File: config.mk
export PLATFORM = sky130hd
export DESIGN_NAME = serial_tx
export DESIGN_NICKNAME = d
export VERILOG_FILES = /design/src/rtl/serial_pkg.sv /design/src/rtl/encode_8b10b.sv /design/src/rtl/serial_tx.sv
export SDC_FILE = /design/constraint.sdc
export NUM_CORES = 1
export LEC_CHECK = 0
export BUFFER_PORTS_ARGS = -buffer_cell sky130_fd_sc_hd__buf_4
export CAP_MARGIN = 20
export CORE_UTILIZATION = 55
export DETAILED_ROUTE_END_ITERATION = 7
export HOLD_SLACK_MARGIN = 0.08
export PLACE_DENSITY_LB_ADDON = 0.15
export SETUP_SLACK_MARGIN = 0.2
export SYNTH_ARGS = -nofsm -noshare
export SYNTH_HDL_FRONTEND = slang
export SYNTH_SLANG_ARGS = --single-unit
File: constraint.sdc
create_clock -name i_clk -period 20.6 [get_ports i_clk]
set_input_delay 2.06 -clock i_clk [delete_from_list [all_inputs] [get_ports i_clk]]
set_output_delay 2.06 -clock i_clk [all_outputs]
set_load 0.05 [all_outputs]
File: src/rtl/serial_pkg.sv
// serial_pkg: constants, field positions and helpers shared by the SFP serial transmitter and receiver
package serial_pkg;
  localparam int BITS_PER_SYM = 10;
  localparam logic [7:0] K28_5 = 8'hBC;
  localparam logic [BITS_PER_SYM-1:0] K28_5_RDN = 10'b0011111010;
  localparam logic [BITS_PER_SYM-1:0] K28_5_RDP = 10'b1100000101;
  localparam int PRO = 7;
  localparam int MST = 6;
  localparam int PLS = 5;
  localparam int P1 = 4;
  localparam int OPT_HI = 3;
  localparam int OPT_LO = 1;
  localparam int P2 = 0;
  typedef enum logic {RD_NEG = 1'b0, RD_POS = 1'b1} rd_e;
  // Each nibble carries odd parity, so a stuck-at-zero byte never decodes as valid
  function automatic logic [7:0] make_byte(input logic pro, mst, pls, input logic [2:0] opt);
    logic [7:0] b;
    b = '0;
    b[PRO] = pro;
    b[MST] = mst;
    b[PLS] = pls;
    b[P1] = ~^{pro, mst, pls};
    b[OPT_HI:OPT_LO] = opt;
    b[P2] = ~^opt;
    return b;
  endfunction
  // Codes are abcdeifghj with a in the MSB; the line sends a first from bit 0
  function automatic logic [BITS_PER_SYM-1:0] line_order(input logic [BITS_PER_SYM-1:0] c);
    logic [BITS_PER_SYM-1:0] r;
    for (int i = 0; i < BITS_PER_SYM; i++) r[i] = c[BITS_PER_SYM-1-i];
    return r;
  endfunction
endpackage

File: src/rtl/encode_8b10b.sv
// encode_8b10b: combinational 8b/10b encoder, datain[8] = K flag, dataout = abcdeifghj with a in bit 9
module encode_8b10b (
  input  logic [8:0] datain,
  input  logic       dispin,
  output logic [9:0] dataout,
  output logic       dispout
);
  logic [4:0] x;
  logic [2:0] y;
  logic       k, k28, unbal6, unbal4, rd6, alt7;
  logic [5:0] c6n, c6;
  logic [3:0] c4n, c4;
  assign {k, y, x} = datain;
  always_comb begin
    k28 = k && x == 5'd28;
    case (x)
      5'd0:  c6n = 6'b100111;
      5'd1:  c6n = 6'b011101;
      5'd2:  c6n = 6'b101101;
      5'd3:  c6n = 6'b110001;
      5'd4:  c6n = 6'b110101;
      5'd5:  c6n = 6'b101001;
      5'd6:  c6n = 6'b011001;
      5'd7:  c6n = 6'b111000;
      5'd8:  c6n = 6'b111001;
      5'd9:  c6n = 6'b100101;
      5'd10: c6n = 6'b010101;
      5'd11: c6n = 6'b110100;
      5'd12: c6n = 6'b001101;
      5'd13: c6n = 6'b101100;
      5'd14: c6n = 6'b011100;
      5'd15: c6n = 6'b010111;
      5'd16: c6n = 6'b011011;
      5'd17: c6n = 6'b100011;
      5'd18: c6n = 6'b010011;
      5'd19: c6n = 6'b110010;
      5'd20: c6n = 6'b001011;
      5'd21: c6n = 6'b101010;
      5'd22: c6n = 6'b011010;
      5'd23: c6n = 6'b111010;
      5'd24: c6n = 6'b110011;
      5'd25: c6n = 6'b100110;
      5'd26: c6n = 6'b010110;
      5'd27: c6n = 6'b110110;
      5'd28: c6n = 6'b001110;
      5'd29: c6n = 6'b101110;
      5'd30: c6n = 6'b011110;
      default: c6n = 6'b101011;
    endcase
    if (k28) c6n = 6'b001111;
    // D.7 is balanced but still flips polarity at RD+ to avoid a run of five
    unbal6 = $countones(c6n) != 3;
    c6 = dispin && (unbal6 || x == 5'd7) ? ~c6n : c6n;
    rd6 = dispin ^ unbal6;
    alt7 = y == 3'd7 && (k || (rd6 ? (x == 5'd11 || x == 5'd13 || x == 5'd14)
                                   : (x == 5'd17 || x == 5'd18 || x == 5'd20)));
    case (y)
      3'd0: c4n = 4'b1011;
      3'd1: c4n = 4'b1001;
      3'd2: c4n = 4'b0101;
      3'd3: c4n = 4'b1100;
      3'd4: c4n = 4'b1101;
      3'd5: c4n = 4'b1010;
      3'd6: c4n = 4'b0110;
      default: c4n = alt7 ? 4'b0111 : 4'b1110;
    endcase
    unbal4 = $countones(c4n) != 2;
    // K28.y with y in 1,2,5,6 inverts the balanced D code so the comma stays singular
    c4 = (rd6 && (unbal4 || y == 3'd3)) || (k28 && !rd6 && y[1] != y[0]) ? ~c4n : c4n;
    dataout = {c6, c4};
    dispout = rd6 ^ unbal4;
  end
endmodule

File: src/rtl/serial_tx.sv
// serial_tx: frames control fields into 8b/10b symbols with a K28.5 comma every FRAME_LEN symbols
module serial_tx
  import serial_pkg::*;
#(
  parameter int CLK_PER_BIT = 4,
  parameter int FRAME_LEN   = 256
) (
  input  logic       i_clk,
  input  logic       i_res_n,
  input  logic       i_IsPro,
  input  logic       i_IsMaster,
  input  logic       i_RawPls,
  input  logic [2:0] i_Option,
  output logic       o_SerialData,
  output logic       o_tx_dis,
  output logic [1:0] o_tx_led
);
  localparam int CW = CLK_PER_BIT > 1 ? $clog2(CLK_PER_BIT) : 1;
  localparam int SW = FRAME_LEN > 1 ? $clog2(FRAME_LEN) : 1;
  localparam logic [CW-1:0] CLK_LAST = CW'(CLK_PER_BIT - 1);
  localparam logic [SW-1:0] SYM_LAST = SW'(FRAME_LEN - 1);
  localparam logic [3:0] BIT_LAST = 4'(BITS_PER_SYM - 1);
  logic [CW-1:0] clkdiv_q, clkdiv_d;
  logic [3:0] bitcnt_q, bitcnt_d;
  logic [SW-1:0] symcnt_q, symcnt_d;
  logic [BITS_PER_SYM-1:0] shreg_q, shreg_d, enc_code;
  rd_e rd_q, rd_d;
  logic pls_q, pls_d, enc_rd, tick, load, comma;
  logic [8:0] enc_in;
  encode_8b10b u_enc (
    .datain (enc_in),
    .dispin (rd_q),
    .dataout(enc_code),
    .dispout(enc_rd)
  );
  // Counters reset to their last value so the first edge after release loads the comma
  always_comb begin
    tick = clkdiv_q == CLK_LAST;
    load = tick && bitcnt_q == BIT_LAST;
    clkdiv_d = tick ? '0 : clkdiv_q + 1'b1;
    bitcnt_d = load ? '0 : tick ? bitcnt_q + 1'b1 : bitcnt_q;
    symcnt_d = !load ? symcnt_q : symcnt_q == SYM_LAST ? '0 : symcnt_q + 1'b1;
    comma = symcnt_d == '0;
    enc_in = comma ? {1'b1, K28_5} : {1'b0, make_byte(i_IsPro, i_IsMaster, i_RawPls, i_Option)};
    shreg_d = load ? line_order(enc_code) : tick ? shreg_q >> 1 : shreg_q;
    rd_d = load ? rd_e'(enc_rd) : rd_q;
    pls_d = load ? i_RawPls && !comma : pls_q;
  end
  always_ff @(posedge i_clk or negedge i_res_n) begin
    if (!i_res_n) begin
      clkdiv_q <= CLK_LAST;
      bitcnt_q <= BIT_LAST;
      symcnt_q <= SYM_LAST;
      shreg_q  <= '0;
      rd_q     <= RD_NEG;
      pls_q    <= 1'b0;
    end else begin
      clkdiv_q <= clkdiv_d;
      bitcnt_q <= bitcnt_d;
      symcnt_q <= symcnt_d;
      shreg_q  <= shreg_d;
      rd_q     <= rd_d;
      pls_q    <= pls_d;
    end
  end
  assign o_SerialData = shreg_q[0];
  assign o_tx_dis = 1'b0;
  assign o_tx_led = {pls_q, 1'b0};
endmodule

## Yosys cells after proc, flatten, opt, wreduce, memory -nomap -nowiden

Memory sizes are Yosys's and may differ from the RTL's.
Cells that the tools add are included.

- Flip-flop bits (word level): 26
- Bits in latches: 0
- Memory bits (writable): 0
- Memory bits (read-only): 192
- Output and inout port bits: 4
- Memories: 1

Memories:

| name | words | width | read ports | clocked after memory_dff | write ports | line | text |
|---|---|---|---|---|---|---|---|
| (no name shown) | 32 | 6 | 1 | 0 | 0 | encode_8b10b.sv:16 | `case (x)` |

- Add/subtract/negate cells: 11
- $mul: 0
- Divide/modulo/power cells: 0
- Order comparisons: 0
- Equality and inequality tests: 21
- Shift-type cells: 0
- Mux-type cells: 14
- Bitwise gates (word level): 4
- Reduce and logical (&&, ||, !) cells: 23

Operator list:

| cell | count |
|---|---|
| $add 32x32->32 | 3 |
| $ne 32x3->1 const B | 2 |
| $pmux 4 s7 | 1 |
| $eq 5x5->1 const B | 4 |
| $mux 10 | 2 |
| $mux 4 | 4 |
| $mux 8 | 2 |
| $eq 5x4->1 const B | 3 |
| $eq 3x3->1 const B | 4 |
| $mux 6 | 2 |
| $add 1x1->2 | 5 |
| $mux 9 | 1 |
| $add 8x1->8 const B | 1 |
| $eq 8x8->1 const B | 1 |
| $logic_and 1x1->1 | 8 |
| $logic_not 8->1 | 1 |
| $logic_or 1x1->1 | 8 |
| $eq 3x2->1 const B | 2 |
| $not 6->6 | 1 |
| $reduce_xnor 3->1 | 2 |
| $eq 5x3->1 const B | 1 |
| $add 4x1->4 const B | 1 |
| $eq 4x4->1 const B | 1 |
| $not 4->4 | 1 |
| other kinds (10) | 12 |

## Longest topological paths before layout

Gate-level depths: netlist of run 1.

- Depth after elaboration: 26
- Mapped depth: 33
- Mapped depth without buffers: 31

## By module

A second synthesis of run 1 with hierarchy kept.

- Cell total of the unflattened synthesis: 276
- Area, all modules: 2446.1 um^2

Modules (own cells, without submodules):

| module | times used | cells an instance | area each (um^2) | seq. area each (um^2) |
|---|---|---|---|---|
| serial_tx | 1 | 161 | 1475.2 | 665.6 |
| encode_8b10b | 1 | 115 | 970.9 | 0.0 |

## Worst setup path before layout of run 1

No wires, ideal clock.

- Kind: in2reg
- Start point: input i_Option[1]
- End point: register rd_q
- Setup time: 0.126 ns
- Arrival: 7.533 ns
- Data required time: 20.474 ns
- Setup slack: 12.941 ns
- Stages: 28
- Path buffers: 2
- Path through: clkbuf_1 buf_1 xor2_1 xnor2_1 and2_1 inv_1 ha_1 inv_1 o21ai_0 a21oi_1 o21a_1 a311oi_1 nand3b_1 ha_1 fa_1 ha_1 and4bb_2 xor2_1 or4b_1 o31ai_1 a22oi_1 o221ai_1 ha_1 xor2_1 a21oi_1 xor2_1 nand2_1 xnor2_1

- Longest elaborated chain between the ends: 19
- Elaborated cells on any way between the ends: 33
- Classes of those cells: add/sub (8); eq/ne (9); mux (5); bitwise (2); reduce/logical (8); memory (1)

RTL lines:

| item | line | text |
|---|---|---|
| start, declared | serial_tx.sv:13 | `input logic [2:0] i_Option,` |
| $reduce_xnor 3->1 | serial_pkg.sv:24 | `b[P2] = ~^opt;` |
| $mux 9 * | serial_tx.sv:44 | `enc_in = comma ? {1'b1, K28_5} : {1'b0, make_byte(i_IsPro, i_IsMaster, i_RawPls, i_Option)};` |
| branches (longest 16 deep; another with $add 32x32->32) | - |  |
| $xor 1x1->1 * | encode_8b10b.sv:71 | `dispout = rd6 ^ unbal4;` |
| end signal, assigned | serial_tx.sv:62 | `rd_q <= rd_d;` |
| end, declared | serial_tx.sv:27 | `rd_e rd_q, rd_d;` |

Mark *: on every way between the ends.
A chain may end at the register's enable or synchronous reset.

## Worst setup path in the final report of run 1

- Start point: register clkdiv_q[0]
- End point: register rd_q

- Longest elaborated chain between the ends: 22
- Elaborated cells on any way between the ends: 44
- Classes of those cells: add/sub (8); eq/ne (17); mux (6); bitwise (2); reduce/logical (10); memory (1)

RTL lines:

| item | line | text |
|---|---|---|
| start, declared | serial_tx.sv:23 | `logic [CW-1:0] clkdiv_q, clkdiv_d;` |
| start signal, assigned | serial_tx.sv:58 | `clkdiv_q <= clkdiv_d;` |
| $eq 2x2->1 * | serial_tx.sv:38 | `tick = clkdiv_q == CLK_LAST;` |
| $logic_and 1x1->1 * | serial_tx.sv:39 | `load = tick && bitcnt_q == BIT_LAST;` |
| $mux 8 * | serial_tx.sv:42 | `symcnt_d = !load ? symcnt_q : symcnt_q == SYM_LAST ? '0 : symcnt_q + 1'b1;` |
| via symcnt_d[7] | serial_tx.sv:25 | `logic [SW-1:0] symcnt_q, symcnt_d;` |
| $logic_not 8->1 * | serial_tx.sv:43 | `comma = symcnt_d == '0;` |
| $mux 9 * | serial_tx.sv:44 |  |
| branches (longest 16 deep; another with $add 32x32->32) | - |  |
| $xor 1x1->1 * | encode_8b10b.sv:71 |  |

Mark *: on every way through the listed nets, which the timed path passes.

==> metrics.yaml, run 1 <==
place:
  dpl_cell_area_um2: 2525
  place_hpwl_um: 3645
  routabilityCongestion: 0.8253
  port_buffers: 9
die:
  start_util_pct: 57.39
  rows: 24
  fp.coreArea_um2: 4354
  die_w_um: 69.40
  die_area_um2: 4816
  ioPinCount: 12
  die_y_um: 69.40
synth:
  ys_seq_elements: 26
  syn_inst: 285
  synth_area_leaders: "dfrtp_1, dfstp_2, ha_1"
  yosysWarnings: 0
  ys_seq_area_share_pct: 26.64
  synth_top_area_share_pct: 14.02
  ys_async_sr_fraction_pct: 100.0
  synth.avg_cell_area_um2: 8.767
  synth-edff-count: 0
  synth.most_common_cell: "nand2_1"
  ys_types: 66
  synth_flop_cell: "dfrtp_1"
  synth_common_cells: "nand2_1, ha_1, nor2_1, dfrtp_1, o21ai_0"
  syn-cell-area_um2: 2499
  yosys.area.top_type: "dfrtp_1"
worst_setup_path:
  regToRegSetupSlack_ns: 12.05
  worstPathMaxFanout: 21
  cp-start-kind: "flop"
  cp_slowest_stage_delay_ns: 0.71
  cp_common_cell: "ha_1"
  ff2ff_path_depth: 30
  required_ns: 20.76
  rr_endpoint: "rd_q"
  crit_path_end_kind: "flop"
  slowest_stage: "nor4b_4"
  r2r_start: "clkdiv_q[0]"
  crit_type: "reg2reg"
  cp_data_arrival_time_ns: 8.71
cells_and_area:
  nets: 311
  drive_gt1_share_pct: 14.34
  final_area_um2: 2580
  fill_cells: 414
  antenna_cells: 0
  area_delta_synth_final_pct: 3.255
pwr:
  power_frac_comb_pct: 47.8
  powerDensity_nw_per_um2: 70.25
  switching_share_pct: 38.29
  p_switching_uw: 69.40
  clock_power_share_pct: 18.1
  pwr-share-seq_pct: 34.0
  ir_drop_v: 0.00003883
  leakage_uw: 0.001092
  cellInternalPower_uw: 111.8
cts:
  clkSlewWorstSetupHoldPaths_ns: 0.09
  htreeDepth: 1
  ctsResizeCount: 0
  cts_made_buffers: 3
  clock_latency_ns: 0.27
  clock_path_buffers: 2
  holdBufCountCts: 0
  cts_tree: "done"
  cts_setup_buffers: 0
  clock-sinks: 26
  cts_root_buf: "clkbuf_8"
worst_hold_path:
  hp-start: "pls_q"
  hold_class: "reg2reg"
  min_to: "pls_q"
  worst_hold_path.num_cells: 2
timing:
  worst_pin_slew_ns: 0.8280
  clock_skew_ns: 0.006364
  rsz0062_at_grt: "no"
  fin_setup_tns_ns: 0
  drv_slew: 0
  period_share_pct: 41.51
  max_freq_mhz: 116.9
  setup_violations: 0
  maxSlewHeadroom_pct: 44.62
  finalCriticalPeriod_ns: 8.551
  hold_viol: 0
global_route:
  grt_util_met2_pct: 34.09
  grt_pass1_wl_um: 8176
  grt_use_total_pct: 20.73
  top_usage_layer: "met2"
  grt_pass1_vias: 1789
  overflow: 0
  grtUsageMet1_pct: 29.09
  grt_max_degree: 28
  use_met3_pct: 1.744
  antenna_found_initial: 0
detailed_routing:
  firstDrtPassIters: 5
  route.detailed.wl_per_inst_um: 14.35
  detail-route-antenna-nets: 0
  wirelength_um: 4751
  drt-initial-drc-count: 139
  vias: 1919
  drc_errors: 0
  avgViaCountPerCell: 5.798
run:
  maxCapViolCount: 0
outcome:
  outcome: "completed"
## worst max path at each step
stage / startpoint / to / slack, ns / cells past startpoint
finish: clkdiv_q[0] / rd_q / 12.05 / 30
global route: clkdiv_q[0] / rd_q / 11.43 / 30
CTS: clkdiv_q[0] / rd_q / 12.02 / 30
detailed placement: clkdiv_q[0] / rd_q / 12.07 / 30
global placement: clkdiv_q[0] / rd_q / 12.26 / 30
floorplan: i_Option[1] / rd_q / 12.94 / 28
## registers in the layout, summed over array words and instances (netlist names)
name      cells
shreg_q      10
pls_q         1
bitcnt_q      4
symcnt_q      8
rd_q          1
clkdiv_q      2
## worst max-delay path, delay by kind of cell, from the launching register on
| family | cells | cell delay, ns |
|---|---|---|
| and+or+nand+nor | 8 | 2.65 |
| xor gates and xnor gates | 4 | 0.89 |
| DFF | 1 | 0.54 |
| adders and majority gates | 6 | 2.11 |
| AOI/OAI and AO/OA | 10 | 2.08 |
| buffers and inverters | 2 | 0.18 |
## placed cells by master, fill, tap and decap left out, types with 4 or more instances in the layout
master / netlist / final
nand2b_1: 6 / 6
nor2_1: 15 / 15
nand2_1: 29 / 29
xor2_1: 13 / 13
o21ai_0: 14 / 14
nor2b_1: 13 / 13
xnor2_1: 9 / 9
inv_1: 13 / 13
dfrtp_1: 14 / 14
a21oi_1: 12 / 12
nor3_1: 10 / 10
clkbuf_8: 0 / 4
ha_1: 21 / 21
o21ai_1: 7 / 7
o211ai_1: 4 / 4
buf_4: 4 / 9
dfstp_2: 12 / 12
nand3_1: 6 / 6
## kinds of logic (layout without fill, tap and decap cells)
family                   Yosys count  in the layout  synth area share (%)
flip-flops                        26             26                 26.64
AO/OA/AOI/OAI                     79             79                 23.49
adder cells (fa/ha/maj)           23             23                 12.12
AND/OR/NAND/NOR                   97             97                 21.43
other                              1              2                0.1501
multiplexers                       4              4                 2.103
buffers and inverters             33             26                 6.359
XOR/XNOR                          22             22                 7.712
## stage by stage
| stage | setup WS, ns | power [uW] | hold WS (ns) | cells | util, % |
|---|---|---|---|---|---|
| 2_1_floorplan | 12.94 | 131.4 | 0.4510 | 286 | - |
| 3_3_place_gp | 12.26 | 147.2 | 0.4758 | 327 | 57.99 |
| 3_5_place_dp | 12.07 | 149.1 | 0.4828 | 327 | 57.99 |
| 4_1_cts | 12.02 | 183.0 | 0.5051 | 331 | 59.25 |
| 5_1_grt | 11.43 | 195.3 | 0.5314 | 331 | 59.25 |
| 6_report | 12.05 | 181.2 | 0.4960 | 331 | 59.25 |
## power groups by stage
stage               registers, uW  clock network [uW]  logic, uW
floorplan                    63.1                   0       68.3
global placement             62.6                   0       84.6
detailed placement           62.6                   0       86.5
CTS                          61.8                33.9       87.3
global route                 62.5                36.2       96.5
finish                       61.7                32.9       86.7
## layout make-up
| cell class | instances | area [um^2] | share of cell area [%] |
|---|---|---|---|
| multi-input combinational | 227 | 1678 | 65.03 |
| sequential | 26 | 665.6 | 25.80 |
| timing repair buffer | 9 | 67.56 | 2.619 |
| tap | 52 | 65.06 | 2.522 |
| clock buffer | 4 | 55.05 | 2.134 |
| inverter | 13 | 48.80 | 1.891 |
## metal layers
| metal | vias up | part of all wire [%] |
|---|---|---|
| met5 | - | 0 |
| met4 | 0 | 1.2 |
| met3 | 4 | 2.4 |
| met2 | 33 | 47 |
| met1 | 886 | 50 |
| li1 | 996 | - |
Note: power is estimated with default switching activity, not from simulation.
==> run 2, diff against run 1 <==
==> constraint.sdc (replaced) <==
create_clock -name i_clk -period 7.6 [get_ports i_clk]
set_input_delay 0.76 -clock i_clk [delete_from_list [all_inputs] [get_ports i_clk]]
set_output_delay 0.76 -clock i_clk [all_outputs]
set_load 0.05 [all_outputs]
==> metrics.yaml, run 2 (synthesis results as in run 1) <==
die:
  rows: 24  # unchanged
  die_w_um: 69.40  # unchanged
  die_area_um2: 4816  # unchanged
  start_util_pct: 57.39  # unchanged
  fp.coreArea_um2: 4354  # unchanged
  die_y_um: 69.40  # unchanged
  ioPinCount: 12  # unchanged
pwr:
  ir_drop_v: 0.0001084  # +180%
  pwr-share-seq_pct: 32.5  # -1.5 points
  switching_share_pct: 37.03  # -1.3 points
  clock_power_share_pct: 20.0  # +1.9 points
  p_switching_uw: 191.3  # +180%
  powerDensity_nw_per_um2: 191.1  # +170%
  total_power_uw: 516.6  # +190%
  leakage_uw: 0.001164  # +6.6%
  cellInternalPower_uw: 325.3  # +190%
  power_frac_comb_pct: 47.4  # -0.4 points
worst_setup_path:
  worstPathMaxFanout: 6  # -71%
  slowest_stage: "dfstp_2"
  crit_type: "reg2reg"
  r2r_start: "bitcnt_q[0]"
  crit_path_end_kind: "flop"
  cp_slowest_stage_delay_ns: 0.57  # -0.14 ns
  cp_common_cell: "ha_1"
  critPathCapture: "rd_q"
  cp_data_arrival_time_ns: 7.08  # -1.63 ns
  required_ns: 7.77  # -12.99 ns
  ff2ff_path_depth: 31  # +3.3%
  crit_path_start: "bitcnt_q[0]"
  regToRegSetupSlack_ns: 0.68  # -11.37 ns
  cp-start-kind: "flop"
  rr_endpoint: "rd_q"
cells_and_area:
  largestRegisters: "shreg_q x10, symcnt_q x8, bitcnt_q x4"
  final_common_cell: "nand2_1"
  stdcell_count: 340  # +2.7%
  largest_reg_flops: 10  # unchanged
  top_register: "shreg_q"
  nets: 320  # +2.9%
  final_cell_mix: "nand2_1, ha_1, buf_4"
  antenna_cells: 0  # unchanged
  final_area_um2: 2703  # +4.8%
  area_delta_synth_final_pct: 8.162
  drive_gt1_share_pct: 20.14  # +5.8 points
global_route:
  grt_use_total_pct: 22.46  # +1.7 points
  grt_max_degree: 28  # unchanged
  overflow: 0  # unchanged
  antenna_found_initial: 0  # unchanged
  grt_pass1_vias: 1880  # +5.1%
  grt_pass1_wl_um: 8873  # +8.5%
timing:
  finalCriticalPeriod_ns: 6.917  # -1.634 ns
  period_share_pct: 91.01  # +50 points
  fin_setup_tns_ns: 0  # unchanged
  maxSlewHeadroom_pct: 42.02  # -2.6 points
  hold_viol: 0  # unchanged
  max_freq_mhz: 144.6  # +24%
  drv_slew: 0  # unchanged
  hold_slack_ns: 0.3778  # -0.1183 ns
  clock_skew_ns: 0.003596  # -0.002769 ns
  rsz0062_at_grt: "no"
  setup_violations: 0  # unchanged
  worst_pin_slew_ns: 0.8667  # +0.03877 ns
cts:
  cts_tree: "done"
  cts_made_buffers: 3  # unchanged
  clkSlewWorstSetupHoldPaths_ns: 0.10  # about the same
  clock_latency_ns: 0.27  # about the same
  holdBufCountCts: 0  # unchanged
  clock_path_buffers: 2  # unchanged
  clock-sinks: 26  # unchanged
  htreeDepth: 1  # unchanged
  cts_root_buf: "clkbuf_8"
detailed_routing:
  firstDrtPassIters: 6  # +1
  drc_errors: 1  # +1
  detail-route-antenna-nets: 0  # unchanged
  avgViaCountPerCell: 5.850  # +0.90%
  wirelength_um: 5178  # +9.0%
  vias: 1989  # +3.6%
  route.detailed.wl_per_inst_um: 15.23  # +6.1%
  drt-initial-drc-count: 58  # -58%
place:
  place_inst: 333  # +1.8%
  routabilityCongestion: 0.8724  # +5.7%
  place_hpwl_um: 3740  # +2.6%
  dpl_cell_area_um2: 2570  # +1.8%
  port_buffers: 9  # unchanged
run:
  maxCapViolCount: 0  # unchanged
outcome:
  outcome: "finished with violations"
  violations: "DRC"
worst_hold_path:
  hold_class: "in2async"
## run 2: worst max-delay path, delay by kind of cell, from the launching register on
family                   cells  cell delay, ns
buffers and inverters        3            0.34
adder cells (fa/ha/maj)      6            1.72
XOR/XNOR                     4            0.58
AND/OR/NAND/NOR              8            1.74
AO/OA/AOI/OAI               10            1.87
flip-flops                   1            0.57
## run 2: per-layer routing
metal  GRT usage [%]  wire length, um  up-vias
li1                -                -     1014
met1           33.33             2577      930
met2           34.63             2423       43
met3           2.326              146        2
met4           6.349               31        0
met5               0                0        -
## run 2: layout make-up
cell class	count	area [um^2]
Tap cell	52	65.06
Timing Repair Buffer	18	135.1
Sequential cell	26	665.6
Inverter	13	48.80
Clock buffer	4	66.31
Multi-Input combinational cell	227	1722
Fill cell	391	1652
## run 2: how the worst min path moves through the flow
stage | startpoint | end | slack, ns | cells past startpoint
floorplan | pls_q | pls_q | 0.45 | 2
global placement | clkdiv_q[0] | clkdiv_q[0] | 0.47 | 1
detailed placement | clkdiv_q[0] | clkdiv_q[0] | 0.48 | 1
CTS | i_res_n | bitcnt_q[2] | 0.38 | 1
global route | i_res_n | bitcnt_q[1] | 0.40 | 1
finish | i_res_n | rd_q | 0.38 | 1
## run 2: repair_timing
item	in CTS	in global routing
setup buffers	0	3
resized for setup	0	11
setup endpoints to repair	0	1
## run 2: stage by stage
step,utilization (%),setup WS (ns)
after CTS,60.55,0.4737
after detailed placement,59.02,0.5502
after global placement,59.02,0.6395
final,62.07,0.6830
after global routing,62.07,0.1833
after floorplan,-,0.7256
## run 2: power groups by stage
stage | registers [uW] | clock network (uW) | logic (uW)
detailed placement | 171 | 0 | 237
finish | 168 | 103 | 245
floorplan | 171 | 0 | 185
global placement | 170 | 0 | 235
global route | 171 | 110 | 275
CTS | 168 | 105 | 245
